===== src/rtl/exe_stage_bju_pkg.sv =====
// Shared definitions for the EXE-stage branch/jump unit: condition-bus layout,
// FSM state encodings and the target-alignment mask helper.
package exe_stage_bju_pkg;

    localparam int BJ_BUS  = 8;
    localparam int BJ_BEQ  = 0;
    localparam int BJ_BNE  = 1;
    localparam int BJ_BLT  = 2;
    localparam int BJ_BGE  = 3;
    localparam int BJ_BLTU = 4;
    localparam int BJ_BGEU = 5;
    localparam int BJ_JALR = 6;
    localparam int BJ_JAL  = 7;

    typedef enum logic [1:0] {
        BJU_IDLE  = 2'd0,
        BJU_REQ   = 2'd1,
        BJU_FLUSH = 2'd2
    } bju_state_e;

    // Bit 0 is never checked: it is cleared for JALR and always 0 for pc+imm.
    function automatic logic [63:0] align_mask(input int unsigned align_lg);
        logic [63:0] m;
        m = (64'd1 << align_lg) - 64'd1;
        return m & ~64'h1;
    endfunction

endpackage


===== src/rtl/exe_stage_bju_counter.sv =====
// 64-bit enable-increment statistics counter; wraps silently at 2^64.
module bju_counter64 (
    input  logic        clk,
    input  logic        rst,
    input  logic        en_i,
    output logic [63:0] cnt_o
);

    logic [63:0] cnt_q;

    always_ff @(posedge clk or posedge rst) begin
        if (rst) begin
            cnt_q <= 64'd0;
        end else if (en_i) begin
            cnt_q <= cnt_q + 64'd1;
        end
    end

    assign cnt_o = cnt_q;

endmodule


===== src/rtl/exe_stage_bju.sv =====
// EXE-stage branch/jump resolution: decides taken, computes the target, holds a
// redirect to IF until accepted, then pulses a one-cycle flush of IF/ID.
module exe_stage_bju
    import exe_stage_bju_pkg::*;
#(
    parameter int unsigned RESET_PC_ALIGN = 2
) (
    input  logic              clk,
    input  logic              rst,
    input  logic              in_valid,
    output logic              in_ready,
    input  logic [63:0]       pc,
    input  logic [63:0]       imm,
    input  logic [63:0]       op1,
    input  logic [BJ_BUS-1:0] bj_info,
    input  logic [BJ_BUS-1:0] bj_data,
    output logic              link_valid,
    output logic [63:0]       link_data,
    output logic              redirect_valid,
    output logic [63:0]       redirect_pc,
    input  logic              redirect_ready,
    output logic              flush,
    output logic              exc_misalign,
    output logic [63:0]       exc_tval,
    output logic [63:0]       cnt_branch,
    output logic [63:0]       cnt_taken
);

    localparam logic [63:0] ALIGN_MASK = align_mask(RESET_PC_ALIGN);

    bju_state_e  state_q;
    logic        link_valid_q;
    logic [63:0] link_data_q;
    logic        redirect_valid_q;
    logic [63:0] redirect_pc_q;
    logic        flush_q;
    logic        exc_misalign_q;
    logic [63:0] exc_tval_q;

    logic        accept;
    logic        taken;
    logic        misalign;
    logic [63:0] target;

    // in_ready depends on state only, so the stall never loops back through EXE.
    assign in_ready = (state_q == BJU_IDLE);
    assign accept   = in_valid & in_ready & (|bj_info);
    assign taken    = |(bj_info & bj_data);
    assign target   = bj_info[BJ_JALR] ? ((op1 + imm) & ~64'h1) : (pc + imm);
    assign misalign = |(target & ALIGN_MASK);

    always_ff @(posedge clk or posedge rst) begin
        if (rst) begin
            state_q          <= BJU_IDLE;
            link_valid_q     <= 1'b0;
            link_data_q      <= 64'd0;
            redirect_valid_q <= 1'b0;
            redirect_pc_q    <= 64'd0;
            flush_q          <= 1'b0;
            exc_misalign_q   <= 1'b0;
            exc_tval_q       <= 64'd0;
        end else begin
            link_valid_q   <= 1'b0;
            exc_misalign_q <= 1'b0;
            flush_q        <= 1'b0;
            case (state_q)
                BJU_IDLE: begin
                    if (accept) begin
                        link_valid_q <= 1'b1;
                        link_data_q  <= pc + 64'd4;
                        if (taken && misalign) begin
                            // Trap path owns the flush; no redirect here.
                            exc_misalign_q <= 1'b1;
                            exc_tval_q     <= target;
                        end else if (taken) begin
                            state_q          <= BJU_REQ;
                            redirect_valid_q <= 1'b1;
                            redirect_pc_q    <= target;
                        end
                    end
                end
                BJU_REQ: begin
                    if (redirect_ready) begin
                        state_q          <= BJU_FLUSH;
                        redirect_valid_q <= 1'b0;
                        flush_q          <= 1'b1;
                    end
                end
                BJU_FLUSH: begin
                    state_q <= BJU_IDLE;
                end
                default: begin
                    state_q          <= BJU_IDLE;
                    redirect_valid_q <= 1'b0;
                end
            endcase
        end
    end

    bju_counter64 u_cnt_branch (
        .clk   (clk),
        .rst   (rst),
        .en_i  (accept),
        .cnt_o (cnt_branch)
    );

    bju_counter64 u_cnt_taken (
        .clk   (clk),
        .rst   (rst),
        .en_i  (accept & taken),
        .cnt_o (cnt_taken)
    );

    assign link_valid     = link_valid_q;
    assign link_data      = link_data_q;
    assign redirect_valid = redirect_valid_q;
    assign redirect_pc    = redirect_pc_q;
    assign flush          = flush_q;
    assign exc_misalign   = exc_misalign_q;
    assign exc_tval       = exc_tval_q;

endmodule


===== config.mk =====
export PLATFORM = sky130hd
export DESIGN_NAME = exe_stage_bju
export DESIGN_NICKNAME = d
export VERILOG_FILES = /design/src/rtl/exe_stage_bju_pkg.sv /design/src/rtl/exe_stage_bju_counter.sv /design/src/rtl/exe_stage_bju.sv
export SDC_FILE = /design/constraint.sdc
export NUM_CORES = 1
export LEC_CHECK = 0
export ABC_CLOCK_PERIOD_IN_PS = 14000
export CAP_MARGIN = 5
export CORE_MARGIN = 2
export CORE_UTILIZATION = 51
export CTS_CLUSTER_SIZE = 40
export DETAILED_ROUTE_END_ITERATION = 8
export GPL_TIMING_DRIVEN = 0
export PLACE_DENSITY_LB_ADDON = 0.15
export SKIP_LAST_GASP = 1
export SYNTH_ARGS = -nofsm -noshare
export SYNTH_HDL_FRONTEND = slang
export SYNTH_SLANG_ARGS = --single-unit

===== constraint.sdc =====
create_clock -name clk -period 14 [get_ports clk]
set_input_delay 2.8 -clock clk [delete_from_list [all_inputs] [get_ports clk]]
set_output_delay 2.8 -clock clk [all_outputs]
set_load 0.02 [all_outputs]

==> results of run 1 <==
[placed cells by master (no fill, tap or decap), types with 101 or more instances in the layout]
cell / Yosys / routed
dfrtp_1: 326 / 326
xor2_1: 110 / 110
xnor2_1: 194 / 194
a21oi_1: 167 / 167
nand3_1: 101 / 101
clkbuf_1: 92 / 101
clkdlybuf4s50_1: 0 / 535
ha_1: 128 / 128
nor2_1: 149 / 149
nand2_1: 443 / 443
o21ai_0: 212 / 212
[worst max-delay path, cell delays in order]
cell and delay, ps:
clkdlybuf4s50_1 500, ha_1 320, clkbuf_1 260, nand4_1 200
a2111oi_0 520, o31ai_1 260, a31oi_1 330, o211ai_1 230
a21oi_1 320, a21boi_0 230, o31ai_1 350, xnor2_1 240
mux2i_1 160, mux2_2 310
[how the worst max path moves through the flow]
stage            from  cells after the start              end
2_1_floorplan     rst                      1     exc_misalign
3_5_place_dp   pc[12]                     14  redirect_pc[59]
4_1_cts        pc[12]                     14  redirect_pc[59]
3_3_place_gp      rst                      2    link_data[35]
6_report       pc[12]                     14     exc_tval[59]
5_1_grt        pc[13]                     14  redirect_pc[59]
[metal layers]
metal  global-route usage [%]  share of wire [%]
met5                        0              0.028
met4                     15.8                4.5
met3                     8.07                9.4
met2                     56.7                 44
met1                     47.4                 42
[through the flow]
step           worst slack (ps)  instance area (um^2)  TNS, ps
6_report                   7400                 29300        0
3_5_place_dp               6990                 28000        0
5_1_grt                    7080                 29300        0
4_1_cts                    7450                 29300        0
3_3_place_gp              -1500                 28000  -476330
2_1_floorplan              2170                 21900        0
[area by class of cell]
cell class / instances / share of cell area (%)
Sequential cell: 326 / 27.9
Clock buffer: 56 / 3.83
Inverter: 57 / 0.757
Buffer: 122 / 1.63
Timing Repair Buffer: 537 / 18.5
Multi-Input combinational cell: 2048 / 44.7
Tap cell: 539 / 2.30
Clock inverter: 10 / 0.432
Antenna cell: 1 / 0.00855
[cell families (layout without fill, tap and decap cells)]
kind of cell             Yosys count  after routing  share of synthesized area (%)
buffers and inverters            179            782                           3.15
flip-flops                       326            326                           37.2
AND/OR/NAND/NOR                  950            950                           20.2
other                              0              1                              0
AO/OA/AOI/OAI                    616            616                           17.5
adder cells (fa/ha/maj)          130            130                           7.49
multiplexers                      48             48                           2.41
XOR/XNOR                         304            304                           12.1
[registers in the layout, summed over array words and instances, names as in the netlist, 2 cells and up]
name,count
exc_tval,64
link_data,64
redirect_pc,64
u_cnt_branch.cnt_o,64
u_cnt_taken.cnt_o,64
state_q,2
[power by group through the flow]
| stage | logic, W | clock network [W] | registers, W |
|---|---|---|---|
| after floorplan | 0.000618 | 0 | 0.00168 |
| after CTS | 0.00190 | 0.00101 | 0.00137 |
| after global routing | 0.00202 | 0.00105 | 0.00140 |
| after global placement | 0.00187 | 0 | 0.00137 |
| after detailed placement | 0.00189 | 0 | 0.00138 |
| final | 0.00191 | 0.00100 | 0.00137 |
==> results.cfg, run 1 <==
[critical_path]
r2r_start = state_q[1]
reg2reg_slack_ps = 10250
path_max_fanout = 7
endpoint_kind = flip-flop
r2r_end = u_cnt_taken.cnt_o[28]
crit_required_ps = 14450
ff2ff_path_depth = 8
cp-start-kind = primary input
arrival_ps = 7050
crit_type = in -> reg

[synthesis]
synth-async-reset-ratio_pct = 100
synth_area_mm2 = 0.0219
synth_warnings = 0
syn_inst = 2553
ys_seq_area_share_pct = 37.2
ys_types = 84
synth_most_common_cell = nand2_1
synth_top_area_share_pct = 37.2
synth_edf_count = 0
syn-num-nets = 2895
synth_common_cells = nand2_1, dfrtp_1, o21ai_0
synth_seq_cells = 326
yosysTopAreaCell = dfrtp_1
syn_area_per_cell_um2 = 8.59
synth_flop_cell = dfrtp_1
netlist_top_cells_area = dfrtp_1, xnor2_1, nand2_1, ha_1, o21ai_0

[sta]
slew_headroom_pct = 13.1
rsz0062_at_grt = no
worst_pin_slew_ps = 1300
drv_slew = 0
finalClockSkew_ps = 12.3
min_period_over_period_pct = 47.1
holdWs_ps = 468
hold_viol_final = 0
max_freq_mhz = 152
layout_min_cycle_time_ps = 6600
setup_violations = 0

[global_routing]
grt_pass1_vias = 21239
grt_overflow_total = 0
antenna_found_initial = 3
grt_usage_pct = 35.9
grt_pass1_wl_um = 123000
grt_max_degree = 128

[cts]
cts_setup_buffers = 0
ctsHtreeMaxLevel = 2
clockRootBuffer = clkbuf_16
clock_sinks = 326
clkTransAtPathRegs_ps = 60
cts_tree = done
hold_buffers = 0
cts_resized = 0
cts_made_buffers = 38
clock_path_buffers = 3
clkLatencyLatePin_ps = 570

[layout]
fill_cells = 3347
utilization_pct = 69.3
final_cell_count_no_fill = 3696
multi_input_area_mm2 = 0.0131
nNetsFinal = 3472
seq_area_mm2 = 0.00816
layout-drive-gt1-share_pct = 5.01
area_delta_synth_final_pct = 33.5

[pwr]
p_sw_share_pct = 39.5
switching_power_w = 0.00169
fin_total_pwr_w = 0.00429
ir_worst_vdd_v = 0.0000968
p_seq_share_pct = 32.1
power_per_cell_area_mw_per_mm2 = 146
p_clk_share_pct = 23.4
power.internal_w = 0.00259
pwr-share-comb_pct = 44.6
p_leak_nw = 12.7

[die]
core_mm2 = 0.0422
dieArea_mm2 = 0.0447
rows = 75
start_util_pct = 51.9
die_w_um = 211
ios = 537
die_h_um = 211

[worst_hold_path]
hold_path.class = reg -> reg
min_path_cells = 1
hold-path-endpoint = u_cnt_taken.cnt_o[63]
hp-start = u_cnt_taken.cnt_o[63]

[detailed_routing]
antenna_left = 0
post_drt_wl_per_cell_um = 22.1
dr.first_iter.drc_count = 2115
routed-via-count = 21879
via_per_inst = 5.92
drc = 0
drt_wl_total_um = 81500
firstDrtPassIters = 8

[placement]
dpl.hpwl_um = 65900
port_buffers = 535
finalWeightedCongestion = 0.963
dpl.cell_count = 3629

[flow_run]
timing.max_cap.violations = 0

[outcome]
status = completed
Note: power is estimated with default switching activity, not from simulation.
==> inputs of run 2 (changes only) <==
- ABC_CLOCK_PERIOD_IN_PS: 14000 -> 5850
- CORE_UTILIZATION: 51 -> 46
- clock period: 14 -> 5.85 ns (I/O delays scaled with it)
==> run 2 against run 1 <==
- clock skew up 6.2 ps
- final cell count up 2.3%
- global-route usage down 3.5 points
- setup slack worse by 6600 ps
- sequential power up 140%
- largest power group unchanged
==> results.cfg, run 2 (synthesis gave the netlist of run 1 again) <==
[flow_run]
timing.max_cap.violations = 0

[cts]
cts_setup_buffers = 0
cts_made_buffers = 39
hold_buffers = 0
cts_resized = 0
clock_sinks = 326
clkTransAtPathRegs_ps = 60
cts_tree = done
clkLatencyLatePin_ps = 560
clockRootBuffer = clkbuf_16
ctsHtreeMaxLevel = 2
clock_path_buffers = 3

[detailed_routing]
routed-via-count = 21752
antenna_left = 0
firstDrtPassIters = 6
via_per_inst = 5.75
drc = 0
post_drt_wl_per_cell_um = 21.6
drt_wl_total_um = 81800
dr.first_iter.drc_count = 2058

[worst_hold_path]
min_path_cells = 2
hp-start = exc_tval[14]
hold_path.class = reg -> reg

[die]
start_util_pct = 46.2
die_w_um = 222
rows = 80
ios = 537
core_mm2 = 0.0474
dieArea_mm2 = 0.0494
die_h_um = 222

[placement]
port_buffers = 535
dpl.cell_count = 3711
post-place-ws_ps = 403
dpl.hpwl_um = 67500
place_area_mm2 = 0.0282
finalWeightedCongestion = 0.958

[layout]
layout-drive-gt1-share_pct = 5.31
layout_commonest_cell = clkdlybuf4s50_1
final_cell_count_no_fill = 3782
area_delta_synth_final_pct = 34.9
stdcell_area_mm2 = 0.0296
nNetsFinal = 3479
layout_common_cells = clkdlybuf4s50_1, nand2_1, dfrtp_1, o21ai_0, xnor2_1

[global_routing]
grt_overflow_total = 0
grt_usage_pct = 32.4
antenna_found_initial = 5
grt_pass1_wl_um = 125000
grt_pass1_vias = 21133
grt_max_degree = 43

[critical_path]
crit_chain = clkdlybuf4s50_1 > ha_1 > buf_2 > a21oi_1 > nand2_1 > o31ai_1 > nand3_1 > a31oi_1 > o21ai_0 > a31oi_1 > o221ai_1 > xnor2_1 > o21ai_0 > mux2_2
r2r_start = state_q[1]
cp_slowest_cell = clkdlybuf4s50_1
ff2ff_path_depth = 8
cp-start-kind = primary input
startpoint = pc[4]
endpoint_kind = flip-flop
path_max_fanout = 7
crit_type = in -> reg
slowest_delay_ps = 600
arrival_ps = 5510
crit_required_ps = 6300

[sta]
layout_min_cycle_time_ps = 5060
finalClockSkew_ps = 18.5
min_period_over_period_pct = 86.5
max_freq_mhz = 198
setup_violations = 0
slew_headroom_pct = 16.1
drv_slew = 0
finalWorstSetupSlack_ps = 791
worst_pin_slew_ps = 1250
rsz0062_at_grt = no
hold_viol_final = 0

[outcome]
status = completed

[pwr]
fin_total_pwr_w = 0.0104
ir_worst_vdd_v = 0.000251
power_per_cell_area_mw_per_mm2 = 353
p_leak_nw = 12.8
==> run 2: layer usage <==
metal / track usage (%) / vias to the layer above / share of wire, %
li1: - / 10121 / -
met1: 43.7 / 10650 / 43
met2: 53.3 / 862 / 46
met3: 6.35 / 115 / 7.8
met4: 9.01 / 4 / 2.9
met5: 0 / - / 0.040
==> run 2: stage by stage <==
step	hold slack (ps)	util, %	setup TNS, ps
floorplan	540	-	0
global placement	452	59.1	-620880
detailed placement	463	59.5	0
CTS	476	62.3	0
global route	490	62.3	0
finish	475	62.3	0
==> run 2: path summary, 6_finish.rpt <==
| kind | slack [ps] | to |
|---|---|---|
| min | 470 | exc_tval[14] |
| max reg2reg | 2040 | u_cnt_taken.cnt_o[24] |
| min reg2reg | 470 | exc_tval[14] |
| min in group asynchronous | 1100 | u_cnt_branch.cnt_o[42] |
| max | 790 | exc_tval[29] |
| max in group asynchronous | 3520 | link_data[45] |
==> run 2: power breakdown <==
group / internal [W] / switching (W)
clock network: 0.00157 / 0.00101
registers: 0.00288 / 0.000404
logic: 0.00192 / 0.00264
total: 0.00637 / 0.00406
==> run 2: area by class of cell <==
cell class | count | area (um^2)
fillers | 4148 | 17900
multi-input cells | 2048 | 13100
flip-flops and latches | 326 | 8160
repair buffers | 543 | 5520
clock buffers | 52 | 1080
well taps | 615 | 769
plain buffers | 122 | 477
clock inverters | 16 | 269
inverters | 57 | 218
diodes | 3 | 7.51
==> run 2: critical path, delay by kind of cell <==
family	cells	cell delay, ps
AO/OA/AOI/OAI	7	2190
XOR/XNOR	1	400
adder cells (fa/ha/maj)	1	270
buffers and inverters	2	770
multiplexers	1	350
AND/OR/NAND/NOR	2	350
==> inputs of run 3 (changes only) <==
- PLACE_DENSITY: not set -> 0.81
- PLACE_DENSITY_LB_ADDON: 0.15 -> not set
==> run 3 against run 2 <==
- maximum frequency grew 2.4%
- clock power barely moved
- die area is the same
- sequential power barely moved
- final cell count barely moved
- combinational power is essentially flat
- total power rose by 0.12%
- first-iteration DRC count is 12% higher
- global-route usage grew 1.0 points
- via count increased by 1.4%
- setup slack better by 120 ps
==> results.cfg, run 3 (synthesis gave the netlist of run 1 again) <==
[outcome]
status = completed

[critical_path]
endpoint_kind = flip-flop
worst-path-stages = 14
crit_required_ps = 6300
ff2ff_path_depth = 10
slowest_delay_ps = 590
path_max_fanout = 7
cp-start-kind = primary input
crit_chain = clkdlybuf4s50_1 > ha_1 > buf_2 > a21oi_1 > nand2_1 > o31ai_1 > a31oi_1 > o211ai_1 > a21oi_1 > a21oi_1 > o21ai_0 > xnor2_1 > o21ai_0 > mux2_2
cp_slowest_cell = clkdlybuf4s50_1
path_buf_inv = 2
startpoint = pc[4]
r2r_end = exc_tval[38]
reg2reg_slack_ps = 1950
arrival_ps = 5390
r2r_start = state_q[1]
crit_path_frequent_cell = a21oi_1
critical_path.top_delay_family = compound AO/OA/AOI/OAI gates
crit_type = in -> reg

[layout]
layout-drive-gt1-share_pct = 5.40
layout_commonest_cell = clkdlybuf4s50_1
multi_input_area_mm2 = 0.0131
seq_area_mm2 = 0.00816
area_delta_synth_final_pct = 34.8
fill_cells = 4016
nNetsFinal = 3479
layout_common_cells = clkdlybuf4s50_1, nand2_1, dfrtp_1, o21ai_0, xnor2_1

[placement]
dpl.hpwl_um = 68800
finalWeightedCongestion = 0.981
post-place-ws_ps = 387
port_buffers = 535

[sta]
setup_violations = 0
layout_min_cycle_time_ps = 4940
finalClockSkew_ps = 23.5
slew_headroom_pct = 24.5
finalSetupTns_ps = 0
max_freq_mhz = 202
rsz0062_at_grt = no
hold_viol_final = 0
finalWorstSetupSlack_ps = 908
holdWs_ps = 474
min_period_over_period_pct = 84.5
worst_pin_slew_ps = 1120
drv_slew = 0

[cts]
clkTransAtPathRegs_ps = 60
clock_sinks = 326
hold_buffers = 0
clock_path_buffers = 3
cts_made_buffers = 39
cts_resized = 0
ctsHtreeMaxLevel = 2
cts_setup_buffers = 0
cts_tree = done
clkLatencyLatePin_ps = 590
clockRootBuffer = clkbuf_16

[pwr]
switching_power_w = 0.00413
p_leak_nw = 12.8
p_clk_share_pct = 24.6
power_per_cell_area_mw_per_mm2 = 353
power.internal_w = 0.00631
p_seq_share_pct = 31.7
p_sw_share_pct = 39.6
ir_worst_vdd_v = 0.000274
pwr-share-comb_pct = 43.7
fin_total_pwr_w = 0.0104

[global_routing]
grt_pass1_wl_um = 129000
grt_overflow_total = 0
grt_pass1_vias = 21980
grt_usage_pct = 33.4
grt_max_degree = 44
antenna_found_initial = 5

[die]
core_mm2 = 0.0474
ios = 537
start_util_pct = 46.2
die_w_um = 222
dieArea_mm2 = 0.0494
die_h_um = 222
rows = 80

[worst_hold_path]
hold-path-endpoint = u_cnt_taken.cnt_o[63]
hold_path.class = reg -> reg
hp-start = u_cnt_taken.cnt_o[63]
min_path_cells = 1

[detailed_routing]
firstDrtPassIters = 6
drc = 0
via_per_inst = 5.83
dr.first_iter.drc_count = 2308
drt_wl_total_um = 85000
antenna_left = 0
post_drt_wl_per_cell_um = 22.5
routed-via-count = 22059

[flow_run]
timing.max_cap.violations = 0
-- run 3: per-layer routing --
layer	GRT usage, %	part of all wire, %	vias to the layer above
met5	0	0	-
met1	43.0	41	10688
li1	-	-	10120
met2	54.5	46	1060
met4	14.7	4.8	0
met3	7.02	8.3	191
-- run 3: how the worst max path moves through the flow --
stage	slack, ps	to
floorplan	330	exc_misalign
global placement	-1800	link_data[55]
detailed placement	390	redirect_pc[51]
CTS	960	redirect_pc[51]
global route	710	redirect_pc[57]
finish	910	redirect_pc[51]
-- run 3: cell type report --
class	count	area share, %
multi-input combinational	2048	44.3
sequential	326	27.6
timing repair buffer	543	18.7
clock buffer	53	3.72
tap	615	2.60
buffer	122	1.61
clock inverter	18	0.796
inverter	57	0.736
antenna	3	0.0254
-- run 3: metrics by stage --
stage,cells,utilization [%],cell area [um^2]
3_3_place_gp,3703,59.1,28100
2_1_floorplan,2553,-,21900
3_5_place_dp,3711,59.5,28200
5_1_grt,3785,62.3,29600
4_1_cts,3782,62.3,29600
6_report,3785,62.3,29600
-- run 3: power groups by stage --
stage               Sequential, W  Combinational, W  Clock, W
global placement          0.00330           0.00444         0
finish                    0.00331           0.00456   0.00257
global route              0.00338           0.00480   0.00269
detailed placement        0.00333           0.00450         0
CTS                       0.00331           0.00452   0.00260
floorplan                 0.00403           0.00148         0
